## src/rtl/axi_bus_slice_pkg.sv

```systemverilog
// -----------------------------------------------------------------------------
// axi_bus_slice_pkg
//
// Purpose: shared definitions for the AXI_BUS register slice.
//   - width helpers that derive each channel's packed payload width from the
//     bus parameters, plus the widths for the default bus (32/64/6/1);
//   - field offsets (LSB positions) for the default-bus payload packing;
//   - AXI response encodings.
//
// Payload packing, MSB to LSB:
//   AW = {id, addr, len8, size3, burst2, lock1, cache4, prot3, region4, qos4,
//         atop6, user}
//   AR = AW without atop
//   W  = {data, strb, last, user}
//   B  = {id, resp2, user}
//   R  = {id, data, resp2, last, user}
// -----------------------------------------------------------------------------
package axi_bus_slice_pkg;

    // Default AXI_BUS segment geometry
    localparam int ADDR_WIDTH_DEF = 32;
    localparam int DATA_WIDTH_DEF = 64;
    localparam int ID_WIDTH_DEF   = 6;
    localparam int USER_WIDTH_DEF = 1;

    // len8 + size3 + burst2 + lock1 + cache4 + prot3 + region4 + qos4
    localparam int AX_FIXED_BITS = 29;
    localparam int ATOP_BITS     = 6;

    typedef enum logic [1:0] {
        OKAY   = 2'd0,
        EXOKAY = 2'd1,
        SLVERR = 2'd2,
        DECERR = 2'd3
    } axi_resp_e;

    function automatic int ar_width(input int id_w, input int addr_w, input int user_w);
        return id_w + addr_w + AX_FIXED_BITS + user_w;
    endfunction

    function automatic int aw_width(input int id_w, input int addr_w, input int user_w);
        return ar_width(id_w, addr_w, user_w) + ATOP_BITS;
    endfunction

    function automatic int w_width(input int data_w, input int user_w);
        return data_w + data_w / 8 + 1 + user_w;
    endfunction

    function automatic int b_width(input int id_w, input int user_w);
        return id_w + 2 + user_w;
    endfunction

    function automatic int r_width(input int id_w, input int data_w, input int user_w);
        return id_w + data_w + 2 + 1 + user_w;
    endfunction

    // Channel widths for the default bus
    localparam int AW_W = aw_width(ID_WIDTH_DEF, ADDR_WIDTH_DEF, USER_WIDTH_DEF);
    localparam int AR_W = ar_width(ID_WIDTH_DEF, ADDR_WIDTH_DEF, USER_WIDTH_DEF);
    localparam int W_W  = w_width(DATA_WIDTH_DEF, USER_WIDTH_DEF);
    localparam int B_W  = b_width(ID_WIDTH_DEF, USER_WIDTH_DEF);
    localparam int R_W  = r_width(ID_WIDTH_DEF, DATA_WIDTH_DEF, USER_WIDTH_DEF);

    // AW field offsets (default bus)
    localparam int AW_USER_LSB   = 0;
    localparam int AW_ATOP_LSB   = AW_USER_LSB + USER_WIDTH_DEF;
    localparam int AW_QOS_LSB    = AW_ATOP_LSB + ATOP_BITS;
    localparam int AW_REGION_LSB = AW_QOS_LSB + 4;
    localparam int AW_PROT_LSB   = AW_REGION_LSB + 4;
    localparam int AW_CACHE_LSB  = AW_PROT_LSB + 3;
    localparam int AW_LOCK_LSB   = AW_CACHE_LSB + 4;
    localparam int AW_BURST_LSB  = AW_LOCK_LSB + 1;
    localparam int AW_SIZE_LSB   = AW_BURST_LSB + 2;
    localparam int AW_LEN_LSB    = AW_SIZE_LSB + 3;
    localparam int AW_ADDR_LSB   = AW_LEN_LSB + 8;
    localparam int AW_ID_LSB     = AW_ADDR_LSB + ADDR_WIDTH_DEF;

    // AR field offsets (same as AW, shifted down by the missing atop field)
    localparam int AR_USER_LSB   = 0;
    localparam int AR_QOS_LSB    = AR_USER_LSB + USER_WIDTH_DEF;
    localparam int AR_LEN_LSB    = AW_LEN_LSB - ATOP_BITS;
    localparam int AR_ADDR_LSB   = AW_ADDR_LSB - ATOP_BITS;
    localparam int AR_ID_LSB     = AW_ID_LSB - ATOP_BITS;

    // W field offsets
    localparam int W_USER_LSB    = 0;
    localparam int W_LAST_LSB    = W_USER_LSB + USER_WIDTH_DEF;
    localparam int W_STRB_LSB    = W_LAST_LSB + 1;
    localparam int W_DATA_LSB    = W_STRB_LSB + DATA_WIDTH_DEF / 8;

    // B field offsets
    localparam int B_USER_LSB    = 0;
    localparam int B_RESP_LSB    = B_USER_LSB + USER_WIDTH_DEF;
    localparam int B_ID_LSB      = B_RESP_LSB + 2;

    // R field offsets
    localparam int R_USER_LSB    = 0;
    localparam int R_LAST_LSB    = R_USER_LSB + USER_WIDTH_DEF;
    localparam int R_RESP_LSB    = R_LAST_LSB + 1;
    localparam int R_DATA_LSB    = R_RESP_LSB + 2;
    localparam int R_ID_LSB      = R_DATA_LSB + DATA_WIDTH_DEF;

endpackage

```

## src/rtl/axi_skid_cell.sv

```systemverilog
// -----------------------------------------------------------------------------
// axi_skid_cell
//
// Purpose: two-entry skid buffer for one valid/ready channel. Every output
// (in_ready, out_valid, out_data) comes directly from a flop, so no
// combinational path crosses the cell. Sustains one beat per cycle.
//
// Parameters:
//   WIDTH      payload width
// Ports:
//   clk        clock, rising edge
//   rstn       asynchronous active-low reset (clears valids, zeroes payloads)
//   in_valid   upstream valid
//   in_ready   upstream ready (registered; low only while the skid entry is used)
//   in_data    upstream payload
//   out_valid  downstream valid (main entry valid)
//   out_ready  downstream ready
//   out_data   downstream payload (main entry payload)
// -----------------------------------------------------------------------------
module axi_skid_cell #(
    parameter int WIDTH = 8
) (
    input  logic             clk,
    input  logic             rstn,
    input  logic             in_valid,
    output logic             in_ready,
    input  logic [WIDTH-1:0] in_data,
    output logic             out_valid,
    input  logic             out_ready,
    output logic [WIDTH-1:0] out_data
);

    logic             main_valid_reg, main_valid_next;
    logic [WIDTH-1:0] main_data_reg,  main_data_next;
    logic             skid_valid_reg, skid_valid_next;
    logic [WIDTH-1:0] skid_data_reg,  skid_data_next;
    logic             ready_reg;

    logic in_hs;
    logic out_hs;

    assign in_hs     = in_valid & ready_reg;
    assign out_hs    = main_valid_reg & out_ready;
    assign in_ready  = ready_reg;
    assign out_valid = main_valid_reg;
    assign out_data  = main_data_reg;

    always_comb begin
        main_valid_next = main_valid_reg;
        main_data_next  = main_data_reg;
        skid_valid_next = skid_valid_reg;
        skid_data_next  = skid_data_reg;

        if (!main_valid_reg || out_hs) begin
            // Main entry is free this cycle: the oldest beat moves in.
            if (skid_valid_reg) begin
                main_valid_next = 1'b1;
                main_data_next  = skid_data_reg;
                skid_valid_next = in_hs;
                if (in_hs) begin
                    skid_data_next = in_data;
                end
            end else begin
                main_valid_next = in_hs;
                if (in_hs) begin
                    main_data_next = in_data;
                end
            end
        end else if (in_hs) begin
            // Main is stalled: park the new beat in the skid entry.
            skid_valid_next = 1'b1;
            skid_data_next  = in_data;
        end
    end

    always_ff @(posedge clk or negedge rstn) begin
        if (!rstn) begin
            main_valid_reg <= 1'b0;
            main_data_reg  <= '0;
            skid_valid_reg <= 1'b0;
            skid_data_reg  <= '0;
            ready_reg      <= 1'b1;
        end else begin
            main_valid_reg <= main_valid_next;
            main_data_reg  <= main_data_next;
            skid_valid_reg <= skid_valid_next;
            skid_data_reg  <= skid_data_next;
            // Ready is a flop of its own so upstream sees no logic after it.
            ready_reg      <= ~skid_valid_next;
        end
    end

endmodule

```

## src/rtl/axi_bus_reg_slice.sv

```systemverilog
// -----------------------------------------------------------------------------
// axi_bus_reg_slice
//
// Purpose: full AXI4 register slice for one AXI_BUS segment. Each of the five
// channels runs through its own axi_skid_cell, so valid, ready and payload
// are all registered in both directions. Channels are fully independent.
//
// Configuration macro: AXI_SLICE_ATOP_EN
//   defined   - the 6-bit atop field is stored and forwarded on m_aw.
//   undefined - atop is not stored; m_aw atop bits are driven to zero.
//
// Ports (packing defined in axi_bus_slice_pkg):
//   clk, rstn                      clock / async active-low reset
//   s_aw_valid/s_aw_ready/s_aw     write address from upstream master
//   s_w_valid/s_w_ready/s_w        write data from upstream master
//   s_b_valid/s_b_ready/s_b        write response to upstream master
//   s_ar_valid/s_ar_ready/s_ar     read address from upstream master
//   s_r_valid/s_r_ready/s_r        read data to upstream master
//   m_aw_*, m_w_*, m_b_*, m_ar_*, m_r_*  same channels, downstream side
// -----------------------------------------------------------------------------
module axi_bus_reg_slice
    import axi_bus_slice_pkg::*;
#(
    parameter int ADDR_WIDTH = 32,
    parameter int DATA_WIDTH = 64,
    parameter int ID_WIDTH   = 6,
    parameter int USER_WIDTH = 1,
    localparam int AW_BITS   = aw_width(ID_WIDTH, ADDR_WIDTH, USER_WIDTH),
    localparam int AR_BITS   = ar_width(ID_WIDTH, ADDR_WIDTH, USER_WIDTH),
    localparam int W_BITS    = w_width(DATA_WIDTH, USER_WIDTH),
    localparam int B_BITS    = b_width(ID_WIDTH, USER_WIDTH),
    localparam int R_BITS    = r_width(ID_WIDTH, DATA_WIDTH, USER_WIDTH)
) (
    input  logic               clk,
    input  logic               rstn,

    input  logic               s_aw_valid,
    output logic               s_aw_ready,
    input  logic [AW_BITS-1:0] s_aw,
    input  logic               s_w_valid,
    output logic               s_w_ready,
    input  logic [W_BITS-1:0]  s_w,
    output logic               s_b_valid,
    input  logic               s_b_ready,
    output logic [B_BITS-1:0]  s_b,
    input  logic               s_ar_valid,
    output logic               s_ar_ready,
    input  logic [AR_BITS-1:0] s_ar,
    output logic               s_r_valid,
    input  logic               s_r_ready,
    output logic [R_BITS-1:0]  s_r,

    output logic               m_aw_valid,
    input  logic               m_aw_ready,
    output logic [AW_BITS-1:0] m_aw,
    output logic               m_w_valid,
    input  logic               m_w_ready,
    output logic [W_BITS-1:0]  m_w,
    input  logic               m_b_valid,
    output logic               m_b_ready,
    input  logic [B_BITS-1:0]  m_b,
    output logic               m_ar_valid,
    input  logic               m_ar_ready,
    output logic [AR_BITS-1:0] m_ar,
    input  logic               m_r_valid,
    output logic               m_r_ready,
    input  logic [R_BITS-1:0]  m_r
);

    // atop sits directly above the user field in the AW packing.
    localparam int ATOP_LSB = USER_WIDTH;

`ifdef AXI_SLICE_ATOP_EN
    localparam int AW_STORE = AW_BITS;

    logic [AW_STORE-1:0] aw_in_packed;
    logic [AW_STORE-1:0] aw_out_packed;

    assign aw_in_packed = s_aw;
    assign m_aw         = aw_out_packed;
`else
    localparam int AW_STORE = AW_BITS - ATOP_BITS;

    logic [AW_STORE-1:0] aw_in_packed;
    logic [AW_STORE-1:0] aw_out_packed;
    logic                unused_atop;

    // Squeeze atop out before storage and re-insert zeros on the way out.
    assign aw_in_packed = {s_aw[AW_BITS-1:ATOP_LSB+ATOP_BITS], s_aw[USER_WIDTH-1:0]};
    assign m_aw         = {aw_out_packed[AW_STORE-1:USER_WIDTH],
                           {ATOP_BITS{1'b0}},
                           aw_out_packed[USER_WIDTH-1:0]};
    assign unused_atop  = ^s_aw[ATOP_LSB +: ATOP_BITS];
`endif

    axi_skid_cell #(.WIDTH(AW_STORE)) u_aw_cell (
        .clk       (clk),
        .rstn      (rstn),
        .in_valid  (s_aw_valid),
        .in_ready  (s_aw_ready),
        .in_data   (aw_in_packed),
        .out_valid (m_aw_valid),
        .out_ready (m_aw_ready),
        .out_data  (aw_out_packed)
    );

    axi_skid_cell #(.WIDTH(W_BITS)) u_w_cell (
        .clk       (clk),
        .rstn      (rstn),
        .in_valid  (s_w_valid),
        .in_ready  (s_w_ready),
        .in_data   (s_w),
        .out_valid (m_w_valid),
        .out_ready (m_w_ready),
        .out_data  (m_w)
    );

    axi_skid_cell #(.WIDTH(AR_BITS)) u_ar_cell (
        .clk       (clk),
        .rstn      (rstn),
        .in_valid  (s_ar_valid),
        .in_ready  (s_ar_ready),
        .in_data   (s_ar),
        .out_valid (m_ar_valid),
        .out_ready (m_ar_ready),
        .out_data  (m_ar)
    );

    // Response channels flow from the downstream port back to upstream.
    axi_skid_cell #(.WIDTH(B_BITS)) u_b_cell (
        .clk       (clk),
        .rstn      (rstn),
        .in_valid  (m_b_valid),
        .in_ready  (m_b_ready),
        .in_data   (m_b),
        .out_valid (s_b_valid),
        .out_ready (s_b_ready),
        .out_data  (s_b)
    );

    axi_skid_cell #(.WIDTH(R_BITS)) u_r_cell (
        .clk       (clk),
        .rstn      (rstn),
        .in_valid  (m_r_valid),
        .in_ready  (m_r_ready),
        .in_data   (m_r),
        .out_valid (s_r_valid),
        .out_ready (s_r_ready),
        .out_data  (s_r)
    );

endmodule

```

## config.mk

```make
export PLATFORM = sky130hd
export DESIGN_NAME = axi_bus_reg_slice
export DESIGN_NICKNAME = d
export VERILOG_FILES = /design/src/rtl/axi_bus_slice_pkg.sv /design/src/rtl/axi_skid_cell.sv /design/src/rtl/axi_bus_reg_slice.sv
export SDC_FILE = /design/constraint.sdc
export NUM_CORES = 1
export LEC_CHECK = 0
export ABC_AREA = 1
export ABC_CLOCK_PERIOD_IN_PS = 3300
export BUFFER_PORTS_ARGS = -buffer_cell sky130_fd_sc_hd__buf_2
export CAP_MARGIN = 20
export CORE_AREA = 4 4 336 173
export CTS_CLUSTER_SIZE = 16
export DETAILED_ROUTE_END_ITERATION = 7
export DIE_AREA = 0 0 340 177
export GPL_TIMING_DRIVEN = 0
export PLACE_DENSITY = 0.71
export SETUP_SLACK_MARGIN = 0.15
export SLEW_MARGIN = 20
export SYNTH_ARGS = -nofsm -noshare
export SYNTH_HDL_FRONTEND = slang
export SYNTH_SLANG_ARGS = --single-unit
export TNS_END_PERCENT = 20
```

## constraint.sdc

```tcl
create_clock -name clk -period 3.3 [get_ports clk]
set_input_delay 0.66 -clock clk [delete_from_list [all_inputs] [get_ports clk]]
set_output_delay 0.66 -clock clk [all_outputs]
set_load 0.01 [all_outputs]
```

# Word level (Yosys, flattened, before mapping)
# Cells that the tools add are included.
[classes]
muxes = 45
eq_ne = 5
reduce_logical = 20
bitwise = 15
[ops]
columns = ["operator", "n"]
rows = [
  ["$mux W74", 10],
  ["$mux W68", 10],
  ["$mux W9", 5],
  ["$mux W1", 20],
  ["$and A1 B1 Y1", 10],
  ["$ne A2 B1 Y1 const B", 5],
  ["$reduce_and A2 Y1", 5],
  ["$reduce_bool A2 Y1", 5],
  ["$logic_not A1 Y1", 5],
  ["$logic_or A1 B1 Y1", 5],
  ["$not A1 Y1", 5],
]
[word_totals]
wordCells = 110
in_bits = 311
register_bits = 601
out_inout_bits = 309

# Longest topological paths before layout
# Gate-level depths: netlist (run 1).
[logic_depth]
ltp_word = 4
mapped_depth = 8
mapped_depth_nobuf = 6

# Hierarchy
# From an unflattened synthesis (run 1), not the netlist that was laid out.
[unflattened]
cells_unflattened = 3557
area_unflattened_um2 = 27433.8
[by_module_without_submodules]
columns = ["mod", "seq_area_each_um2", "area_each_um2", "cells_each", "n_inst"]
rows = [
  ["axi_skid_cell (u_r_cell ...)", 3779.9, 6832.8, 894, 2],
  ["axi_skid_cell (u_ar_cell ...)", 3479.6, 6353.6, 821, 2],
  ["axi_skid_cell (u_b_cell)", 526.8, 1012.2, 120, 1],
  ["axi_bus_reg_slice", 0.0, 48.8, 7, 1],
]

# Least setup slack after synthesis (run 1)
# Ideal clock, no wire load.
[synth_timing]
kind = "input port to flip-flop"
from = "in m_ar_ready"
to = "reg u_ar_cell.skid_data_reg[48]"
setup_ns = 0.117
cell_stages = 7
setup_slack_ns = 1.821
required_ns = 3.183
n_path_buf = 2
arrival_ns = 1.362
path_cell_list = "inv_1 nand2_2 nand2_4 buf_4 buf_4 nand3_1 nand2_1"
[synth_between]
elab_chain_cells = 3
elab_cells_between_ends = 4
classes_between = "1 x eq/ne; 1 x mux; 1 x bitwise; 1 x reduce/logical"
[synth_rtl]
columns = ["item", "line_no", "rtl"]
rows = [
  ["from (decl)", "axi_bus_reg_slice.sv:63", "input logic m_ar_ready,"],
  ["$and A1 B1 Y1 *", "axi_skid_cell.sv:43", "assign out_hs = main_valid_reg & out_ready;"],
  ["$logic_or A1 B1 Y1 *", "axi_skid_cell.sv:54", "if (!main_valid_reg || out_hs) begin"],
  ["$ne A2 B1 Y1 (no line) / $mux W68 (equally long branches)", "--", ""],
  ["to (signal assigned)", "axi_skid_cell.sv:87", "skid_data_reg <= skid_data_next;"],
  ["to (decl)", "axi_skid_cell.sv:36", "logic [WIDTH-1:0] skid_data_reg, skid_data_next;"],
]
# Mark *: on every way between the ends. The rest lies on a longest branch, timed or not.
# A chain may end at the register's enable or synchronous reset.

# Worst setup path in the final report (run 1)
[layout_timing]
from = "reg u_r_cell.ready_reg, in the netlist u_r_cell.in_ready"
to = "out m_r_ready"
[layout_lines]
columns = ["item", "line_no", "rtl"]
rows = [
  ["from (decl)", "axi_skid_cell.sv:37", "logic ready_reg;"],
  ["from (signal assigned)", "axi_skid_cell.sv:89", "ready_reg <= ~skid_valid_next;"],
  ["to (decl)", "axi_bus_reg_slice.sv:66", "output logic m_r_ready,"],
]
# No word-level cell between the ends.

==> results of run 1 <==
final cells by class:
| cell class | instances | area share, % |
|---|---|---|
| Multi-Input combinational cell | 2693 | 32.71 |
| Buffer | 253 | 3.854 |
| Clock buffer | 81 | 4.929 |
| Clock inverter | 19 | 0.5655 |
| Inverter | 15 | 0.1948 |
| Antenna cell | 35 | 0.2622 |
| Tap cell | 756 | 2.831 |
| Sequential cell | 601 | 45.04 |
| Timing Repair Buffer | 613 | 9.618 |
power by group through the flow:
stage | Sequential, mW | Combinational [mW] | Clock (mW)
floorplan | 13.4 | 8.78 | 0
global placement | 12.7 | 15.0 | 0
detailed placement | 12.8 | 15.3 | 0
CTS | 12.7 | 15.4 | 6.72
global route | 13.2 | 17.3 | 7.05
finish | 12.8 | 15.4 | 6.62
synth_stat cells:
cell type,number,area share [%]
conb_1,1,0.014
nand3_1,586,11
nand2_4,6,0.25
inv_4,1,0.023
a21oi_1,5,0.092
dfrtp_1,596,55
dfstp_2,5,0.48
nand2_2,11,0.25
clkbuf_1,64,0.88
inv_1,9,0.12
inv_6,1,0.032
o21ai_0,5,0.092
inv_2,3,0.041
buf_1,12,0.16
buf_6,5,0.21
buf_2,138,2.5
clkinv_2,1,0.018
nor2_1,5,0.069
buf_4,34,0.93
nand2_1,2069,28
metrics by stage:
step | util (%) | TNS [ps]
after detailed placement | 57.21 | 0
final | 60.71 | 0
after CTS | 60.55 | 0
after global placement | 56.89 | -6643010
after global routing | 60.70 | 0
after floorplan | - | 0
path summary, 6_finish.rpt:
kind                                        startpoint                           to  slack, ps  cells past startpoint
max                                  u_r_cell.in_ready                    m_r_ready       1360                      1
min reg2reg                u_aw_cell.skid_data_reg[59]  u_aw_cell.skid_data_reg[59]        470                      2
min                                               rstn       u_ar_cell.out_data[64]         60                      1
min in group clk                              s_ar[44]  u_ar_cell.skid_data_reg[44]        300                      3
max reg2reg                         u_aw_cell.in_ready       u_aw_cell.out_data[43]       1510                      5
max in group asynchronous                         rstn   u_r_cell.skid_data_reg[58]       1420                      4
metal layers:
metal / up-vias / global-route usage, %
li1: 12530 / -
met1: 12660 / 44.28
met2: 1040 / 40.89
met3: 217 / 4.751
met4: 0 / 13.53
met5: - / 0
cell families after synthesis:
logic type	synth area share [%]
AOI/OAI and AO/OA	0.1833
DFF	55.10
buffers and inverters	4.953
and+or+nand+nor	39.75
other	0.01373
==> flow_summary.yaml, run 1 <==
outcome:
  outcome: "completed"
grt:
  grt_pass1_vias: 24460
  grt_pass1_wl_mm: 139.3
  track_usage_pct: 29.18
  overflow: 0
  grt_max_degree: 99
  antenna_found_initial: 35
synth:
  syn_avg_cell_area_um2: 7.677
  syn_inst: 3557
  synth_seq_area_share_pct: 55.10
  synth_area_um2: 27310
  ys_seq_elements: 601
  synth_warnings: 0
  synthDistinctLibCells: 20
timing:
  setup_viol: 0
  timing.final.max_slew_violations: 0
  rsz0062_at_grt: "false"
  max_clock_freq_mhz: 514.9
  worst_slew_pin_slew_ps: 695.2
  setup_ws_ps: 1358
  final-hold-violation-count: 0
  fin_crit_sh_pct: 58.85
  maxSlewHeadroom_pct: 53.65
  clock_skew_ps: 16.80
  hold_ws_ps: 59.82
  min_period_ps: 1942
die:
  fp.dieW_um: 340
  coreArea_um2: 55030
  die_y_um: 177
  rows: 61
  initial_core_util_pct: 49.62
  die_area_um2: 60180
  io-pin-count: 620
final_layout:
  multi_input_area_um2: 10930
  drive_above_1_share_pct: 21.22
  ff_latch_area_um2: 15050
  fin_cells: 5066
  most-common-layout-cells: "2069 x nand2_1, 744 x buf_2, 596 x dfrtp_1, 586 x nand3_1, 75 x clkbuf_1"
  final_common_cell: "nand2_1"
  nets: 4542
  fin_area_um2: 33410
  fillers: 5135
  area_delta_synth_final_pct: 22.34
pwr:
  power.leakage_nw: 19.46
  p_comb_share_pct: 44.3
  p_total_mw: 34.78
  seqPwrFrac_pct: 36.7
  cellPowerDensity_nw_per_um2: 1041
  p_int_mw: 19.65
  swShare_pct: 43.50
  clkPwrFrac_pct: 19.0
  irDropWorstVdd_uv: 571.5
  switching_power_mw: 15.13
clock_network:
  htree_levels: 2
  cts_resized: 0
  clk_latency_ps: 600
  clk_pin_slew_ps: 70
  cts_setup_buffers: 0
  cts_tree: "done"
  ctsHoldBuffers: 0
  clk_path_buf_depth: 3
  cts_sinks: 601
  ctsRootBufferMaster: "clkbuf_16"
  numCtsBuffers: 54
critical_path:
  crit_buf_inv: 1
  cp.required_ps: 2640
  slowest_delay_ps: 550
  critPathCaptureType: "output pin"
  critPathArrivalTime_ps: 1280
  path_max_fanout: 2
  crit_family: "flip-flops"
  crit_chain: "buf_2"
  slowest_stage: "dfstp_2"
  cp-start-kind: "flip-flop"
  crit_type: "reg2out"
drt:
  wl_per_cell_um: 17.73
  top_layer_used: "met4"
  drt-met1-wl_mm: 41.98
  via_per_inst: 5.220
  drc: 0
  firstDrtPassIters: 5
  drtAntennaViolNets: 0
  wl_met2_mm: 37.76
  dr_total_vias: 26450
  wl_met3_mm: 5.907
  totalWireLength_mm: 89.83
  drtIter0Drc: 2464
placement:
  place_worst_setup_slack_ps: 752.6
  globalplace.congestion: 0.9672
  dp_cells: 4931
  hpwl_mm: 66.49
  dpl_cell_area_um2: 31480
  port-buffer-count: 607
flow_run:
  max_cap_viol_count: 0
min_path:
  hold_class: "in2async"
Power figures use the tool's default switching activity.
==> run 2: changes to the inputs <==
- ABC_AREA: 1 -> 0
- ABC_CLOCK_PERIOD_IN_PS: 3300 -> 1600
- CORE_AREA: 4 4 336 173 -> 4 4 332 171
- DIE_AREA: 0 0 340 177 -> 0 0 336 175
- PLACE_DENSITY: 0.71 -> 0.73
- clock period: 3.3 -> 1.6 ns (I/O delays scaled with it)
==> run 2 against run 1 <==
  * The run now ends with hold timing, setup timing left
  * Non-clock buffer count rose by 228
  * Sequential power rose by 120%
  * Synthesized cell count fell by 54%
  * Area after synthesis is 4.1% lower
  * Wire length is 14% lower
  * Clock power is 110% higher
  * Hold slack worse by 410 ps
  * Cell count down 32%
  * First-iteration DRC count fell by 68%
  * Via count decreased by 32%
  * Register-to-register slack worse by 1600 ps
  * Clock skew fell by 5.5 ps
  * Critical path type is now reg2reg
  * Highest routed layer unchanged
==> flow_summary.yaml, run 2 <==
die:
  coreArea_um2: 53450
  fp.dieW_um: 336
  die_y_um: 175
  initial_core_util_pct: 48.99
  rows: 60
  io-pin-count: 620
  die_area_um2: 58800
timing:
  fin_crit_sh_pct: 107.1
  clock_skew_ps: 11.27
  worst_slew_pin_slew_ps: 570.7
  setup_viol: 210
  setup_ws_ps: -113.1
  final-hold-violation-count: 79
  maxSlewHeadroom_pct: 61.95
  max_clock_freq_mhz: 583.7
  timing.final.max_slew_violations: 0
  hold_ws_ps: -354.1
  timing.setup.tns_ps: -6845
  min_period_ps: 1713
  rsz0062_at_grt: "true"
critical_path:
  cp.required_ps: 2070
  path_common_cell: "buf_6"
  cp-start-kind: "flip-flop"
  slowest_delay_ps: 400
  crit_chain: "buf_6, o211ai_4, clkbuf_16, buf_6, buf_12, mux2_4"
  path_max_fanout: 8
  crit_start: "u_ar_cell.skid_valid_reg"
  reg2regPathDepth: 6
  critPathArrivalTime_ps: 2180
  crit_end: "u_ar_cell.skid_data_reg[7]"
  r2r-end: "u_ar_cell.skid_data_reg[7]"
  timing.rr.start: "u_ar_cell.skid_valid_reg"
  crit_type: "reg2reg"
  reg2reg_slack_ps: -110
  critPathCaptureType: "flip-flop"
  slowest_stage: "dfrtp_1"
synth:
  ys_seq_elements: 601
  synthDistinctLibCells: 25
  syn_avg_cell_area_um2: 16.15
  synth_ff_type: "dfrtp_1"
  synth_edf_count: 0
  synth_warnings: 0
  ys_async_sr_fraction_pct: 100.0
  yosysTopAreaCell: "dfrtp_1"
  yosys.area.top_type_share_pct: 56.96
  yosysMostFrequentCell: "mux2_2"
  synth_seq_area_share_pct: 57.46
  synth_area_leaders: "dfrtp_1 57%, mux2_2 28%, mux2_1 7.8%"
  synth_area_um2: 26190
  syn_inst: 1621
  ys_top_cells_by_count: "658 x mux2_2, 596 x dfrtp_1, 182 x mux2_1"
pwr:
  swShare_pct: 32.23
  irDropWorstVdd_uv: 1036
  switching_power_mw: 26.14
  clkPwrFrac_pct: 17.4
  p_comb_share_pct: 48.6
  power.leakage_nw: 18.22
  cellPowerDensity_nw_per_um2: 2119
  seqPwrFrac_pct: 34.0
  p_int_mw: 54.99
grt:
  antenna_found_initial: 13
  grt_max_degree: 95
  track_usage_pct: 24.58
  overflow: 0
  grt_pass1_vias: 19540
  grt_pass1_wl_mm: 112.5
clock_network:
  ctsHoldBuffers: 296
  htree_levels: 2
  clk_path_buf_depth: 3
  ctsRootBufferMaster: "clkbuf_16"
  clk_latency_ps: 590
  clk_pin_slew_ps: 70
  cts_sinks: 601
  numCtsBuffers: 55
  cts_tree: "done"
drt:
  firstDrtPassIters: 4
  drtIter0Drc: 793
  totalWireLength_mm: 77.07
  drtAntennaViolNets: 0
  drc: 0
  wl_per_cell_um: 22.36
  via_per_inst: 5.210
  dr_total_vias: 17950
final_layout:
  fin_area_um2: 38290
  final_common_cell: "buf_2"
  nets: 2988
  most-common-layout-cells: "611 x buf_2, 594 x dfrtp_1, 414 x mux2_2, 328 x mux2_4, 296 x dlygate4sd3_1"
  drive_above_1_share_pct: 61.03
  area_delta_synth_final_pct: 46.23
placement:
  hpwl_mm: 48.93
  globalplace.congestion: 0.7998
  port-buffer-count: 607
  dpl_cell_area_um2: 30460
outcome:
  violations: "hold timing, setup timing"
  outcome: "complete, but fails checks"
min_path:
  hold_class: "in2async"
flow_run:
  max_cap_viol_count: 0
run 2: cells by family (layout without fill, tap and decap cells):
kind of cell,count (synthesis),after routing,share of synthesized area (%)
and+or+nand+nor,30,30,0.6642
DFF,601,601,57.46
muxes,879,879,38.36
buffers and inverters,100,1194,3.096
other,1,19,0.01432
AOI/OAI and AO/OA,10,10,0.4062
run 2: metrics by stage:
stage / cells / setup slack [ps] / util, % / power [mW]
2_1_floorplan: 1626 / 76.18 / - / 47.36
3_5_place_dp: 2952 / -591.0 / 56.99 / 57.56
6_report: 3446 / -113.1 / 71.64 / 81.13
5_1_grt: 3446 / -123.2 / 71.64 / 84.96
3_3_place_gp: 2946 / -12690 / 56.66 / 56.53
4_1_cts: 3407 / -45.69 / 68.94 / 76.45
run 2: worst min path at each step:
stage	from	slack [ps]	endpoint
6_report	rstn	-350	u_r_cell.out_data[57]
2_1_floorplan	rstn	20	u_ar_cell.out_data[0]
5_1_grt	rstn	-350	u_r_cell.out_data[57]
3_3_place_gp	u_w_cell.out_data[69]	460	u_w_cell.out_data[69]
3_5_place_dp	rstn	360	u_r_cell.out_data[69]
4_1_cts	rstn	-270	u_r_cell.skid_data_reg[69]
run 2: metal layers:
metal,share of wire (%),vias to the layer above,track usage (%)
li1,-,7952,-
met1,37,9281,26.70
met2,52,435,44.44
met3,2.9,286,3.902
met4,7.8,0,16.59
met5,0,-,0
run 2: timing repair:
action	in CTS	in global routing
gates resized for setup	177	270
pin swaps	5	5
buffers inserted	42	15
gates cloned	17	11
setup endpoints to repair	979	982
hold endpoints to repair	375	79
run 2: cell type report:
class,count,area [um2]
fillers,3377,15160
flip-flops and latches,601,15050
multi-input cells,925,11520
repair buffers,994,7562
clock buffers,82,1730
plain buffers,100,1308
well taps,713,892.1
clock inverters,18,198.9
diodes,13,32.53
run 2: power groups by stage:
| stage | Sequential (mW) | Clock, mW | Combinational [mW] |
|---|---|---|---|
| global placement | 26.9 | 0 | 29.7 |
| detailed placement | 27.2 | 0 | 30.3 |
| floorplan | 28.4 | 0 | 19.0 |
| global route | 28.4 | 15.1 | 41.5 |
| finish | 27.6 | 14.1 | 39.4 |
| CTS | 27.1 | 14.4 | 35.0 |
run 2: worst max-delay path: cells and delay by family, from the launching register on:
kind	cells	cell delay, ps
DFF	1	400
buffers and inverters	4	600
AOI/OAI and AO/OA	1	300
muxes	1	290
